$ cat src/rtl/gpo_pad_ctrl_if.sv
// Pad configuration handshake between the core and gpo_pad_ctrl.
// The master holds cfg fields stable while cfg_valid is high and cfg_ready is low.
interface gpo_pad_ctrl_if;
  logic       cfg_valid;
  logic       cfg_ready;
  logic [1:0] cfg_ds;
  logic       cfg_sr;
  logic       cfg_co;
  logic [1:0] cfg_mode;
  logic       cfg_oe;

  modport master (
    output cfg_valid, cfg_ds, cfg_sr, cfg_co, cfg_mode, cfg_oe,
    input  cfg_ready
  );

  modport slave (
    input  cfg_valid, cfg_ds, cfg_sr, cfg_co, cfg_mode, cfg_oe,
    output cfg_ready
  );
endinterface

$ cat src/rtl/gpo_pad_ctrl.sv
// Glitch-safe controller for one EG1 1.8V GPO pad: quiesce, apply, bias-wait, settle, re-enable.
// Latency: do_o 1 cycle in ACTIVE; new config reaches oe_o GUARD+1+SETTLE cycles (plus bias wait) after accept.
// Backpressure: cfg_ready low while a sequence runs and in the cycle a bias loss is taken.
module gpo_pad_ctrl #(
  parameter int unsigned GUARD_CYC    = 4,
  parameter int unsigned SETTLE_CYC   = 8,
  parameter int unsigned BIAS_TMO_CYC = 256
) (
  input  logic          clk_i,
  input  logic          rst_ni,
  gpo_pad_ctrl_if.slave cfg,
  input  logic          data_i,
  input  logic          bias_ok_i,
  output logic          do_o,
  output logic [1:0]    ds_o,
  output logic          sr_o,
  output logic          co_o,
  output logic          oe_o,
  output logic          odp_o,
  output logic          odn_o,
  output logic          busy_o,
  output logic          err_bias_o
);

  localparam int unsigned MAX_GS  = (GUARD_CYC > SETTLE_CYC) ? GUARD_CYC : SETTLE_CYC;
  localparam int unsigned MAX_CYC = (MAX_GS > BIAS_TMO_CYC) ? MAX_GS : BIAS_TMO_CYC;
  localparam int unsigned CNT_W   = $clog2(MAX_CYC + 1);

  localparam logic [CNT_W-1:0] GUARD_LD  = CNT_W'(GUARD_CYC - 1);
  localparam logic [CNT_W-1:0] SETTLE_LD = CNT_W'(SETTLE_CYC - 1);
  localparam logic [CNT_W-1:0] TMO_LD    = CNT_W'(BIAS_TMO_CYC - 1);

  typedef enum logic [2:0] {
    ST_ACTIVE,
    ST_QUIESCE,
    ST_APPLY,
    ST_BIAS_WAIT,
    ST_SETTLE
  } state_t;

  state_t           state_q, state_d;
  logic [CNT_W-1:0] cnt_q, cnt_d;
  logic             bias_s1, bias_s2;
  logic             bias_loss;

  logic [1:0] pend_ds_q, pend_ds_d;
  logic       pend_sr_q, pend_sr_d;
  logic       pend_co_q, pend_co_d;
  logic       pend_odp_q, pend_odp_d;
  logic       pend_odn_q, pend_odn_d;
  logic       pend_oe_q, pend_oe_d;

  logic       do_d, sr_d, co_d, oe_d, odp_d, odn_d, err_d;
  logic [1:0] ds_d;

  assign busy_o = (state_q != ST_ACTIVE);

  always_comb begin
    state_d       = state_q;
    cnt_d         = cnt_q;
    pend_ds_d     = pend_ds_q;
    pend_sr_d     = pend_sr_q;
    pend_co_d     = pend_co_q;
    pend_odp_d    = pend_odp_q;
    pend_odn_d    = pend_odn_q;
    pend_oe_d     = pend_oe_q;
    do_d          = do_o;
    ds_d          = ds_o;
    sr_d          = sr_o;
    co_d          = co_o;
    oe_d          = oe_o;
    odp_d         = odp_o;
    odn_d         = odn_o;
    err_d         = err_bias_o;
    bias_loss     = 1'b0;
    cfg.cfg_ready = 1'b0;

    case (state_q)
      ST_ACTIVE: begin
        do_d          = data_i;
        bias_loss     = (ds_o != 2'b00) && !bias_s2;
        cfg.cfg_ready = !bias_loss;
        if (bias_loss) begin
          // Re-run the sequence with the current pad settings but no bias-dependent drive.
          err_d      = 1'b1;
          pend_ds_d  = 2'b00;
          pend_sr_d  = sr_o;
          pend_co_d  = co_o;
          pend_odp_d = odp_o;
          pend_odn_d = odn_o;
          pend_oe_d  = oe_o;
          oe_d       = 1'b0;
          cnt_d      = GUARD_LD;
          state_d    = ST_QUIESCE;
        end else if (cfg.cfg_valid) begin
          pend_ds_d  = cfg.cfg_ds;
          pend_sr_d  = cfg.cfg_sr;
          pend_co_d  = cfg.cfg_co;
          pend_odp_d = (cfg.cfg_mode == 2'b01);
          pend_odn_d = (cfg.cfg_mode == 2'b10);
          pend_oe_d  = cfg.cfg_oe;
          if (cfg.cfg_ds == 2'b00) err_d = 1'b0;
          oe_d       = 1'b0;
          cnt_d      = GUARD_LD;
          state_d    = ST_QUIESCE;
        end
      end
      ST_QUIESCE: begin
        if (cnt_q == '0) state_d = ST_APPLY;
        else             cnt_d   = cnt_q - CNT_W'(1);
      end
      ST_APPLY: begin
        ds_d  = pend_ds_q;
        sr_d  = pend_sr_q;
        co_d  = pend_co_q;
        odp_d = pend_odp_q;
        odn_d = pend_odn_q;
        if (pend_ds_q != 2'b00) begin
          cnt_d   = TMO_LD;
          state_d = ST_BIAS_WAIT;
        end else begin
          cnt_d   = SETTLE_LD;
          state_d = ST_SETTLE;
        end
      end
      ST_BIAS_WAIT: begin
        if (bias_s2) begin
          cnt_d   = SETTLE_LD;
          state_d = ST_SETTLE;
        end else if (cnt_q == '0) begin
          ds_d    = 2'b00;
          err_d   = 1'b1;
          cnt_d   = SETTLE_LD;
          state_d = ST_SETTLE;
        end else begin
          cnt_d = cnt_q - CNT_W'(1);
        end
      end
      ST_SETTLE: begin
        if (cnt_q == '0) begin
          oe_d    = pend_oe_q;
          state_d = ST_ACTIVE;
        end else begin
          cnt_d = cnt_q - CNT_W'(1);
        end
      end
      default: state_d = ST_ACTIVE;
    endcase
  end

  always_ff @(posedge clk_i) begin
    if (!rst_ni) begin
      state_q    <= ST_ACTIVE;
      cnt_q      <= '0;
      bias_s1    <= 1'b0;
      bias_s2    <= 1'b0;
      pend_ds_q  <= 2'b00;
      pend_sr_q  <= 1'b0;
      pend_co_q  <= 1'b0;
      pend_odp_q <= 1'b0;
      pend_odn_q <= 1'b0;
      pend_oe_q  <= 1'b0;
      do_o       <= 1'b0;
      ds_o       <= 2'b00;
      sr_o       <= 1'b0;
      co_o       <= 1'b0;
      oe_o       <= 1'b0;
      odp_o      <= 1'b0;
      odn_o      <= 1'b0;
      err_bias_o <= 1'b0;
    end else begin
      state_q    <= state_d;
      cnt_q      <= cnt_d;
      bias_s1    <= bias_ok_i;
      bias_s2    <= bias_s1;
      pend_ds_q  <= pend_ds_d;
      pend_sr_q  <= pend_sr_d;
      pend_co_q  <= pend_co_d;
      pend_odp_q <= pend_odp_d;
      pend_odn_q <= pend_odn_d;
      pend_oe_q  <= pend_oe_d;
      do_o       <= do_d;
      ds_o       <= ds_d;
      sr_o       <= sr_d;
      co_o       <= co_d;
      oe_o       <= oe_d;
      odp_o      <= odp_d;
      odn_o      <= odn_d;
      err_bias_o <= err_d;
    end
  end

endmodule
$ cat src/flat_wrapper.sv
// flat-port wrapper written by rule: the top's interface ports become plain ports
module gpo_pad_ctrl_flat 
#(
  parameter int unsigned GUARD_CYC    = 4,
  parameter int unsigned SETTLE_CYC   = 8,
  parameter int unsigned BIAS_TMO_CYC = 256
)
  (clk_i, rst_ni, data_i, bias_ok_i, do_o, ds_o, sr_o, co_o, oe_o, odp_o, odn_o, busy_o, err_bias_o, cfg_cfg_valid, cfg_cfg_ds, cfg_cfg_sr, cfg_cfg_co, cfg_cfg_mode, cfg_cfg_oe, cfg_cfg_ready);
  gpo_pad_ctrl_if cfg_i ();
  input  logic clk_i;
  input  logic rst_ni;
  input  logic data_i;
  input  logic bias_ok_i;
  output logic do_o;
  output logic [1:0] ds_o;
  output logic sr_o;
  output logic co_o;
  output logic oe_o;
  output logic odp_o;
  output logic odn_o;
  output logic busy_o;
  output logic err_bias_o;
  input wire logic [$bits(cfg_i.cfg_valid)-1:0] cfg_cfg_valid;
  input wire logic [$bits(cfg_i.cfg_ds)-1:0] cfg_cfg_ds;
  input wire logic [$bits(cfg_i.cfg_sr)-1:0] cfg_cfg_sr;
  input wire logic [$bits(cfg_i.cfg_co)-1:0] cfg_cfg_co;
  input wire logic [$bits(cfg_i.cfg_mode)-1:0] cfg_cfg_mode;
  input wire logic [$bits(cfg_i.cfg_oe)-1:0] cfg_cfg_oe;
  output wire logic [$bits(cfg_i.cfg_ready)-1:0] cfg_cfg_ready;
  assign cfg_i.cfg_valid = cfg_cfg_valid;
  assign cfg_i.cfg_ds = cfg_cfg_ds;
  assign cfg_i.cfg_sr = cfg_cfg_sr;
  assign cfg_i.cfg_co = cfg_cfg_co;
  assign cfg_i.cfg_mode = cfg_cfg_mode;
  assign cfg_i.cfg_oe = cfg_cfg_oe;
  assign cfg_cfg_ready = cfg_i.cfg_ready;
  gpo_pad_ctrl #(.GUARD_CYC(GUARD_CYC), .SETTLE_CYC(SETTLE_CYC), .BIAS_TMO_CYC(BIAS_TMO_CYC)) u_core (.clk_i(clk_i), .rst_ni(rst_ni), .cfg(cfg_i), .data_i(data_i), .bias_ok_i(bias_ok_i), .do_o(do_o), .ds_o(ds_o), .sr_o(sr_o), .co_o(co_o), .oe_o(oe_o), .odp_o(odp_o), .odn_o(odn_o), .busy_o(busy_o), .err_bias_o(err_bias_o));
endmodule
$ cat config.mk
export PLATFORM = sky130hd
export DESIGN_NAME = gpo_pad_ctrl_flat
export DESIGN_NICKNAME = d
export VERILOG_FILES = /design/src/rtl/gpo_pad_ctrl_if.sv /design/src/rtl/gpo_pad_ctrl.sv /design/src/flat_wrapper.sv
export SDC_FILE = /design/constraint.sdc
export NUM_CORES = 1
export LEC_CHECK = 0
export ABC_CLOCK_PERIOD_IN_PS = 4250
export CORE_ASPECT_RATIO = 0.5
export CORE_UTILIZATION = 25
export CTS_BUF_LIST = sky130_fd_sc_hd__clkbuf_8
export DETAILED_ROUTE_END_ITERATION = 8
export PLACE_DENSITY_LB_ADDON = 0.1
export SLEW_MARGIN = 20
export SYNTH_ARGS = -nofsm -noshare
export SYNTH_HDL_FRONTEND = slang
export SYNTH_SLANG_ARGS = --single-unit
$ cat constraint.sdc
create_clock -name clk_i -period 4.25 [get_ports clk_i]
set_clock_uncertainty 0.1 [all_clocks]
set_input_delay 0.425 -clock clk_i [delete_from_list [all_inputs] [get_ports clk_i]]
set_output_delay 0.425 -clock clk_i [all_outputs]
set_load 0.005 [all_outputs]
## Yosys cells after proc, flatten, opt, wreduce, memory -nomap -nowiden

Cells that the tools add are included.

- Output and inout bits: 11
- Input bits: 12
- Word-level logic and storage cells: 95
- Register bits after elaboration: 30

- Reductions and logical operators: 21
- Equal/unequal tests: 14
- Mux-type cells: 41
- Add/subtract/negate cells: 1

Operators with widths:

| kind | count |
|---|---|
| $mux 9 | 5 |
| $pmux 9 s4 | 1 |
| $mux 3 | 7 |
| $mux 1 | 19 |
| $pmux 3 s5 | 1 |
| $reduce_bool 2->1 | 6 |
| $logic_not 9->1 | 1 |
| $reduce_and 3->1 | 3 |
| $sub 9x1->9 const B | 1 |
| $mux 2 | 4 |
| $mux 8 | 1 |
| $eq 3x2->1 const B | 2 |
| $ne 2x1->1 const B | 3 |
| $ne 3x1->1 const B | 2 |
| $reduce_and 5->1 | 1 |
| $ne 2x2->1 const B | 2 |
| $pmux 1 s2 | 2 |
| $pmux 2 s2 | 1 |
| $reduce_and 4->1 | 1 |
| $reduce_bool 4->1 | 1 |
| $eq 3x1->1 const B | 1 |
| $eq 3x3->1 const B | 1 |
| $logic_not 3->1 | 1 |
| $ne 3x2->1 const B | 1 |
| other kinds (8) | 9 |

## Logic depth before layout (Yosys ltp)

Gate-level depths: netlist of run 1.

- Depth in word-level cells: 5
- Gate-level depth with buffers: 9
- Gate-level depth less buffers: 7

## Worst setup path before layout of run 1

OpenSTA, ideal clock, no wires.

- Path kind: register to register
- From: register u_core.cnt_q[0]
- To: register u_core.err_bias_o
- Setup time: 0.116 ns
- Arrival time: 1.977 ns
- Period minus slack after synthesis: 2.194 ns
- Buffers on the path: 1
- Path slack: 2.056 ns
- Cell stages (with the launch flop): 9
- Required time: 4.034 ns
- Cells stage by stage: dfxtp_1 > inv_1 > ha_1 > or3b_1 > buf_6 > or4_4 > o31ai_4 > a21oi_1 > a41o_1

- Longest elaborated chain between the ends: 3

RTL lines:

| element | line | text |
|---|---|---|
| from (decl) | gpo_pad_ctrl.sv:42 | `logic [CNT_W-1:0] cnt_q, cnt_d;` |
| from (signal assigned) | gpo_pad_ctrl.sv:173 | `cnt_q <= cnt_d;` |
| $logic_not 9->1 | gpo_pad_ctrl.sv:130 | `end else if (cnt_q == '0) begin` |
| $ne 2x1->1 (no source line) | -- |  |
| $reduce_and 5->1 (no source line) | -- |  |
| to (signal assigned) | gpo_pad_ctrl.sv:189 | `err_bias_o <= err_d;` |
| to (decl) | gpo_pad_ctrl.sv:22 | `output logic err_bias_o` |

Every way passes these cells.
A chain may end at the register's enable or synchronous reset.

## Final worst setup path of run 1

- From: register u_core.state_q[0]
- To: output port cfg_cfg_ready

- Longest elaborated chain between the ends: 2

RTL lines:

| element | line | text |
|---|---|---|
| from (decl) | gpo_pad_ctrl.sv:41 | `state_t state_q, state_d;` |
| from (signal assigned) | gpo_pad_ctrl.sv:172 | `state_q <= state_d;` |
| $logic_not 3->1 | gpo_pad_ctrl.sv:78 | `case (state_q)` |
| $mux 1 | gpo_pad_ctrl.sv:78 |  |
| to (decl) | flat_wrapper.sv:29 | `output wire logic [$bits(cfg_i.cfg_ready)-1:0] cfg_cfg_ready;` |

Every way passes these cells.

==> results of run 1 <==
## placed cells by master (no fill, tap or decap), types with 5 or more instances in the layout
cell type / netlist / final
a211oi_1: 7 / 7
a21oi_1: 17 / 17
clkbuf_8: 0 / 6
clkdlybuf4s50_1: 0 / 22
dfxtp_1: 30 / 30
nand2_1: 23 / 23
nand2b_1: 5 / 5
nor2_1: 20 / 20
nor3_1: 6 / 6
nor3b_1: 5 / 5
o21ai_0: 7 / 7
o22ai_1: 5 / 5
## worst min path at each step
stage / startpoint / depth (start not counted) / end / slack [ns]
after global placement: u_core.bias_s1$_SDFF_PN0_ / 1 / u_core.bias_s2$_SDFF_PN0_ / 0.32
after CTS: u_core.bias_s1$_SDFF_PN0_ / 1 / u_core.bias_s2$_SDFF_PN0_ / 0.34
after detailed placement: u_core.bias_s1$_SDFF_PN0_ / 1 / u_core.bias_s2$_SDFF_PN0_ / 0.32
after floorplan: u_core.bias_s1$_SDFF_PN0_ / 1 / u_core.bias_s2$_SDFF_PN0_ / 0.31
after global routing: u_core.bias_s1$_SDFF_PN0_ / 1 / u_core.bias_s2$_SDFF_PN0_ / 0.35
final: u_core.bias_s1$_SDFF_PN0_ / 1 / u_core.bias_s2$_SDFF_PN0_ / 0.33
## per-layer routing
metal / wire [um] / part of all wire, % / vias up
met5: 0 / 0 / -
met4: 11 / 0.28 / 0
li1: - / - / 710
met2: 1710 / 43 / 23
met1: 1980 / 50 / 642
met3: 230 / 5.8 / 2
## sequential cells by signal (all words and copies together), names as in the netlist, 2 cells and up
register / flops
u_core.state_q: 3
u_core.pend_ds_q: 2
u_core.cnt_q: 9
u_core.ds_o: 2
## power by group through the flow
stage	clock network, mW	logic (mW)	registers (mW)
finish	0.234	0.639	0.404
CTS	0.244	0.647	0.405
floorplan	0	0.521	0.373
global placement	0	0.640	0.411
detailed placement	0	0.643	0.410
global route	0.259	0.725	0.417
## cell families after synthesis
kind of cell    synth area share, %
fa+ha+maj                     0.817
flops                          39.2
buf+inv                        4.08
mux                            1.96
simple gates                   25.3
compound gates                 27.5
xor+xnor                       1.14
## worst reg2reg max path, delay by kind of cell (launching register included)
family | cells | cell delay, ns
compound gates | 3 | 0.71
fa+ha+maj | 1 | 0.17
buf+inv | 1 | 0.06
flops | 1 | 0.34
simple gates | 2 | 0.94
## area by class of cell
type                    count  area, um^2  share of cell area [%]
clock buffers               6        82.6                    4.38
clock inverters             2        8.76                   0.464
inverters                   4        15.0                   0.796
multi-input cells         142         868                    46.0
flip-flops and latches     30         601                    31.8
well taps                  73        91.3                    4.84
repair buffers             22         220                    11.7
==> results.sh, run 1 <==
export IMPL_clock_path_buffers=2
export IMPL_antennaDiodeCount=0
export IMPL_fmax_mhz=379
export IMPL_die_w_um=113
export IMPL_p_sw_share_pct=42.5
export IMPL_cpPeakStageDelay_ns=0.54
export IMPL_critical_path_class="reg2out"
export IMPL_syn_area_per_cell_um2=8.23
export IMPL_post_route_util_pct=33.2
export IMPL_clkPwrFrac_pct=18.3
export IMPL_crit_required_ns=3.72
export IMPL_nFillCells=625
export IMPL_power_per_cell_area_mw_per_mm2=677
export IMPL_p_comb_share_pct=50.0
export IMPL_clkTransAtPathRegs_ns=0.07
export IMPL_drtAntennaViolNets=0
export IMPL_period_minus_slack_ns=2.64
export IMPL_synth_most_common_cell="dfxtp_1"
export IMPL_ys_seq_area_share_pct=39.2
export IMPL_cp_max_fo=18
export IMPL_crit_buf_inv=2
export IMPL_cts_buffers=5
export IMPL_use_met3_pct=4.25
export IMPL_syn2layout_area_growth_pct=23.2
export IMPL_drive_gt1_share_pct=7.77
export IMPL_dp_cells=271
export IMPL_synth_edf_count=0
export IMPL_die_y_um=57.3
export IMPL_fin_crit_sh_pct=62.1
export IMPL_cts_tree="yes"
export IMPL_use_met1_pct=18.1
export IMPL_first_pass_iters=4
export IMPL_synth_seq_cells=30
export IMPL_ios=23
export IMPL_crit_chain="nor3_1 > inv_2 > nor2_1 > clkdlybuf4s50_1"
export IMPL_io_buffers=22
export IMPL_rrSetupSlack_ns=1.80
export IMPL_status="finished, final reports clean"
export IMPL_synth_top_area_share_pct=39.2
export IMPL_yosysTopAreaCell="dfxtp_1"
export IMPL_peakVddDrop_mv=0.178
export IMPL_clkLatencyLatePin_ns=0.28
export IMPL_synth_area_leaders="dfxtp_1 (39%), nand2_1 (5.6%), a21oi_1 (5.6%)"
export IMPL_power_frac_seq_pct=31.6
export IMPL_grt_busiest_layer="met2"
export IMPL_wire_per_inst_um=14.1
export IMPL_syn_nets=199
export IMPL_nNetsFinal=218
export IMPL_hold_viol=0
export IMPL_start_util_pct=27.0
export IMPL_grt_max_degree=20
export IMPL_rr_worst_depth=7
export IMPL_slew_violations=0
export IMPL_hold_path_class="reg2reg"
export IMPL_rsz0062_at_grt="no"
export IMPL_grt_antenna_before_repair=0
export IMPL_pre_cts_slack_ns=1.52
export IMPL_drc=0
export IMPL_cap_violations=0
export IMPL_cp_depth=4
export IMPL_coreArea_mm2=0.00568
export IMPL_critical_path_top_delay_family="buffers and inverters"
export IMPL_clkSinkCount=30
export IMPL_arrival_ns=2.11
export IMPL_tightest_slew_ns=0.713
export IMPL_reg2reg_to="u_core.cnt_q[7]$_SDFFE_PN0P_"
export IMPL_fin_ws_ns=1.61
export IMPL_dieArea_mm2=0.00646
export IMPL_drt_iter0_drc=41
export IMPL_maxSlewHeadroom_pct=52.2
export IMPL_cts_hold_buffers=0
export IMPL_placed_area_mm2=0.00180
export IMPL_num_vias=1377
export IMPL_setup_worst_path_start="u_core.state_q[0]$_SDFFE_PN0P_"
export IMPL_ys_types=46
export IMPL_netlist_area_mm2=0.00153
export IMPL_fp_row_count=19
export IMPL_grt_usage_pct=13.5
export IMPL_finalSetupViolCount=0
export IMPL_synth_ff_type="dfxtp_1"
export IMPL_detailed_place_hpwl_um=2740
export IMPL_grt_pass1_wl_um=6700
export IMPL_yosysWarnings=0
export IMPL_cts_resized=0
export IMPL_viasPerCell=4.94
export IMPL_fin_cells=279
export IMPL_gp_congestion=0.704
export IMPL_synth_commonest_cells="dfxtp_1 (30), nand2_1 (23), nor2_1 (20), a21oi_1 (17)"
export IMPL_gr_total_overflow=0
export IMPL_p_leak_nw=0.668
export IMPL_met2_usage_pct=20.9
export IMPL_grt_pass1_vias=1346
export IMPL_cp_endpoint="cfg_cfg_ready"
export IMPL_post_route_cell_area_mm2=0.00189
export IMPL_clockRootBuffer="clkbuf_8"
export IMPL_postSynth_asyncResetShare_pct=0
export IMPL_drt_wl_total_um=3930
export IMPL_crit_path_start_kind="flip-flop"
export IMPL_syn_inst=186
export IMPL_cp_slowest_cell="clkdlybuf4s50_1"
export IMPL_cts_max_level=2
export IMPL_cts_setup_buffers=0
export IMPL_cp_end_kind="primary output"
export IMPL_intPower_mw=0.735
export IMPL_p_switching_mw=0.543
export IMPL_timing_rr_start="u_core.cnt_q[0]$_SDFFE_PN0P_"
export IMPL_hold_slack_ns=0.334
export IMPL_power_mw=1.28
export IMPL_tns_ns=0
Note: power is estimated with default switching activity, not from simulation.
==> run 2, diff against run 1 <==
Settings changed: ABC_CLOCK_PERIOD_IN_PS 4250 to 2450.
Clock period 4.25 ns to 2.45 ns, I/O delays scaled along.
==> run 2 against run 1 <==
Net effect:
- sequential share of layout area down 1.4 points
- global-route usage fell by 0.47 points
- hold slack about the same
- die area unchanged
- utilization rose by 1.6 points
- setup slack got worse by 1.4 ns
- critical endpoint unchanged
- register-to-register slack got worse by 1.6 ns
- final area grew 4.7%
- count of clock-buffer cells in the layout stayed put
==> results.sh, run 2 (same netlist as run 1, synthesis figures left out) <==
export IMPL_drc=0
export IMPL_final_cell_mix="dfxtp_1 (30), nand2_1 (23), clkdlybuf4s50_1 (22)"
export IMPL_rsz0062_at_grt="no"
export IMPL_grt_usage_pct=13.0
export IMPL_fp_row_count=19
export IMPL_crit_required_ns=2.11
export IMPL_drtAntennaViolNets=0
export IMPL_cp_max_fo=11
export IMPL_cp_endpoint="cfg_cfg_ready"
export IMPL_coreArea_mm2=0.00568
export IMPL_clkLatencyLatePin_ns=0.28
export IMPL_power_frac_seq_pct=28.0
export IMPL_gr_total_overflow=0
export IMPL_crit_chain="nor3_1 > buf_4 > inv_2 > nor2_1 > clkdlybuf4s50_1"
export IMPL_cts_max_level=2
export IMPL_grt_pass1_vias=1322
export IMPL_crit_path_start_kind="flip-flop"
export IMPL_nNetsFinal=227
export IMPL_largest_reg_flops=9
export IMPL_die_w_um=113
export IMPL_cts_setup_buffers=0
export IMPL_maxSlewHeadroom_pct=65.6
export IMPL_setup_worst_path_start="u_core.state_q[1]$_SDFFE_PN0P_"
export IMPL_p_leak_nw=0.717
export IMPL_grt_max_degree=17
export IMPL_viasPerCell=4.88
export IMPL_grt_antenna_before_repair=0
export IMPL_ios=23
export IMPL_placed_area_mm2=0.00186
export IMPL_top_register="u_core.cnt_q"
export IMPL_tns_ns=0
export IMPL_num_vias=1401
export IMPL_cp_depth=5
export IMPL_p_sw_share_pct=39.1
export IMPL_cap_violations=0
export IMPL_finalSetupViolCount=0
export IMPL_tightest_slew_ns=0.514
export IMPL_intPower_mw=1.46
export IMPL_fmax_mhz=445
export IMPL_multiInputGateArea_um2=868
export IMPL_clkTransAtPathRegs_ns=0.07
export IMPL_wire_per_inst_um=13.5
export IMPL_register_area_um2=601
export IMPL_post_route_cell_area_mm2=0.00198
export IMPL_cts_tree="yes"
export IMPL_hold_viol=0
export IMPL_first_pass_iters=4
export IMPL_peakVddDrop_mv=0.392
export IMPL_drt_iter0_drc=68
export IMPL_cpPeakStageDelay_ns=0.55
export IMPL_slew_violations=0
export IMPL_syn2layout_area_growth_pct=29.0
export IMPL_fin_crit_sh_pct=91.8
export IMPL_power_per_cell_area_mw_per_mm2=1210
export IMPL_drt_wl_total_um=3860
export IMPL_clkSinkCount=30
export IMPL_detailed_place_hpwl_um=2850
export IMPL_gp_congestion=0.774
export IMPL_critical_path_class="reg2out"
export IMPL_final_common_cell="dfxtp_1"
export IMPL_antennaDiodeCount=0
export IMPL_arrival_ns=1.90
export IMPL_clockRootBuffer="clkbuf_8"
export IMPL_dieArea_mm2=0.00646
export IMPL_cts_buffers=5
export IMPL_p_comb_share_pct=50.9
export IMPL_cts_hold_buffers=0
export IMPL_post_route_util_pct=34.8
export IMPL_hold_path_class="reg2reg"
export IMPL_timing_rr_start="u_core.cnt_q[0]$_SDFFE_PN0P_"
export IMPL_io_buffers=22
export IMPL_cp_slowest_cell="clkdlybuf4s50_1"
export IMPL_nFillCells=598
export IMPL_crit_buf_inv=3
export IMPL_critical_path_top_delay_family="buffers and inverters"
export IMPL_die_y_um=57.3
export IMPL_largestRegisters="u_core.cnt_q: 9 flops, u_core.state_q: 3 flops"
export IMPL_status="finished, final reports clean"
export IMPL_reg2reg_to="u_core.err_bias_o$_SDFFE_PN0P_"
export IMPL_grt_pass1_wl_um=6370
export IMPL_hold_start="u_core.bias_s1$_SDFF_PN0_"
export IMPL_clock_path_buffers=2
export IMPL_drive_gt1_share_pct=11.7
export IMPL_period_minus_slack_ns=2.25
export IMPL_start_util_pct=27.0
export IMPL_rrSetupSlack_ns=0.20
export IMPL_cts_resized=0
export IMPL_cp_end_kind="primary output"
export IMPL_p_switching_mw=0.938
export IMPL_rr_worst_depth=7
export IMPL_clkPwrFrac_pct=21.0
## run 2: cell count changes in the layout (fill, tap and decap cells not counted), sizes merged
cell and change:
buf +9, bufinv +1, clkinv -1, inv -1
## run 2: layout make-up
| type | count | share of cell area (%) |
|---|---|---|
| multi-input combinational | 142 | 44.0 |
| sequential | 30 | 30.4 |
| timing repair buffer | 31 | 14.6 |
| tap | 73 | 4.62 |
| clock buffer | 6 | 4.18 |
| clock inverter | 1 | 1.52 |
| inverter | 4 | 0.760 |
## run 2: power groups by stage
stage	combinational, mW	clock [mW]	sequential (mW)
6_report	1.22	0.505	0.673
4_1_cts	1.23	0.525	0.674
2_1_floorplan	0.904	0	0.648
3_3_place_gp	1.22	0	0.685
5_1_grt	1.36	0.546	0.693
3_5_place_dp	1.23	0	0.686
## run 2: worst min path at each step
stage | endpoint | slack [ns] | depth (start not counted)
after detailed placement | u_core.bias_s2$_SDFF_PN0_ | 0.32 | 1
after CTS | u_core.bias_s2$_SDFF_PN0_ | 0.34 | 1
after global routing | u_core.bias_s2$_SDFF_PN0_ | 0.36 | 1
after floorplan | u_core.bias_s1$_SDFF_PN0_ | 0.27 | 1
final | u_core.bias_s2$_SDFF_PN0_ | 0.33 | 1
after global placement | u_core.bias_s2$_SDFF_PN0_ | 0.31 | 1
## run 2: per-stage QoR
stage	worst slack (ns)	hold slack [ns]	cells	total power [mW]
floorplan	0.256	0.272	186	1.55
global placement	0.258	0.313	280	1.91
detailed placement	0.214	0.322	280	1.91
CTS	0.190	0.337	287	2.43
global route	0.0877	0.356	287	2.60
finish	0.200	0.334	287	2.40
## run 2: worst reg2reg max path: stages, from the launching register on
cell	delay, ns
dfxtp_1	0.33
inv_1	0.06
ha_1	0.17
or3b_1	0.43
or4_4	0.50
o31ai_4	0.26
a21oi_1	0.09
a41o_1	0.21
## run 2: layer usage
metal  vias up  wire [um]  track usage (%)
met1       656       1970             16.8
met2        16       1740             21.3
li1        729          -                -
met5         -          0                0
met3         0        145             4.14
met4         0          0             3.43
==> run 3, diff against run 2 <==
Settings changed: HOLD_SLACK_MARGIN set to 0.06, TNS_END_PERCENT set to 10.
==> results of run 3 <==
Final layout, timing and power as in run 2 (identical DEF).
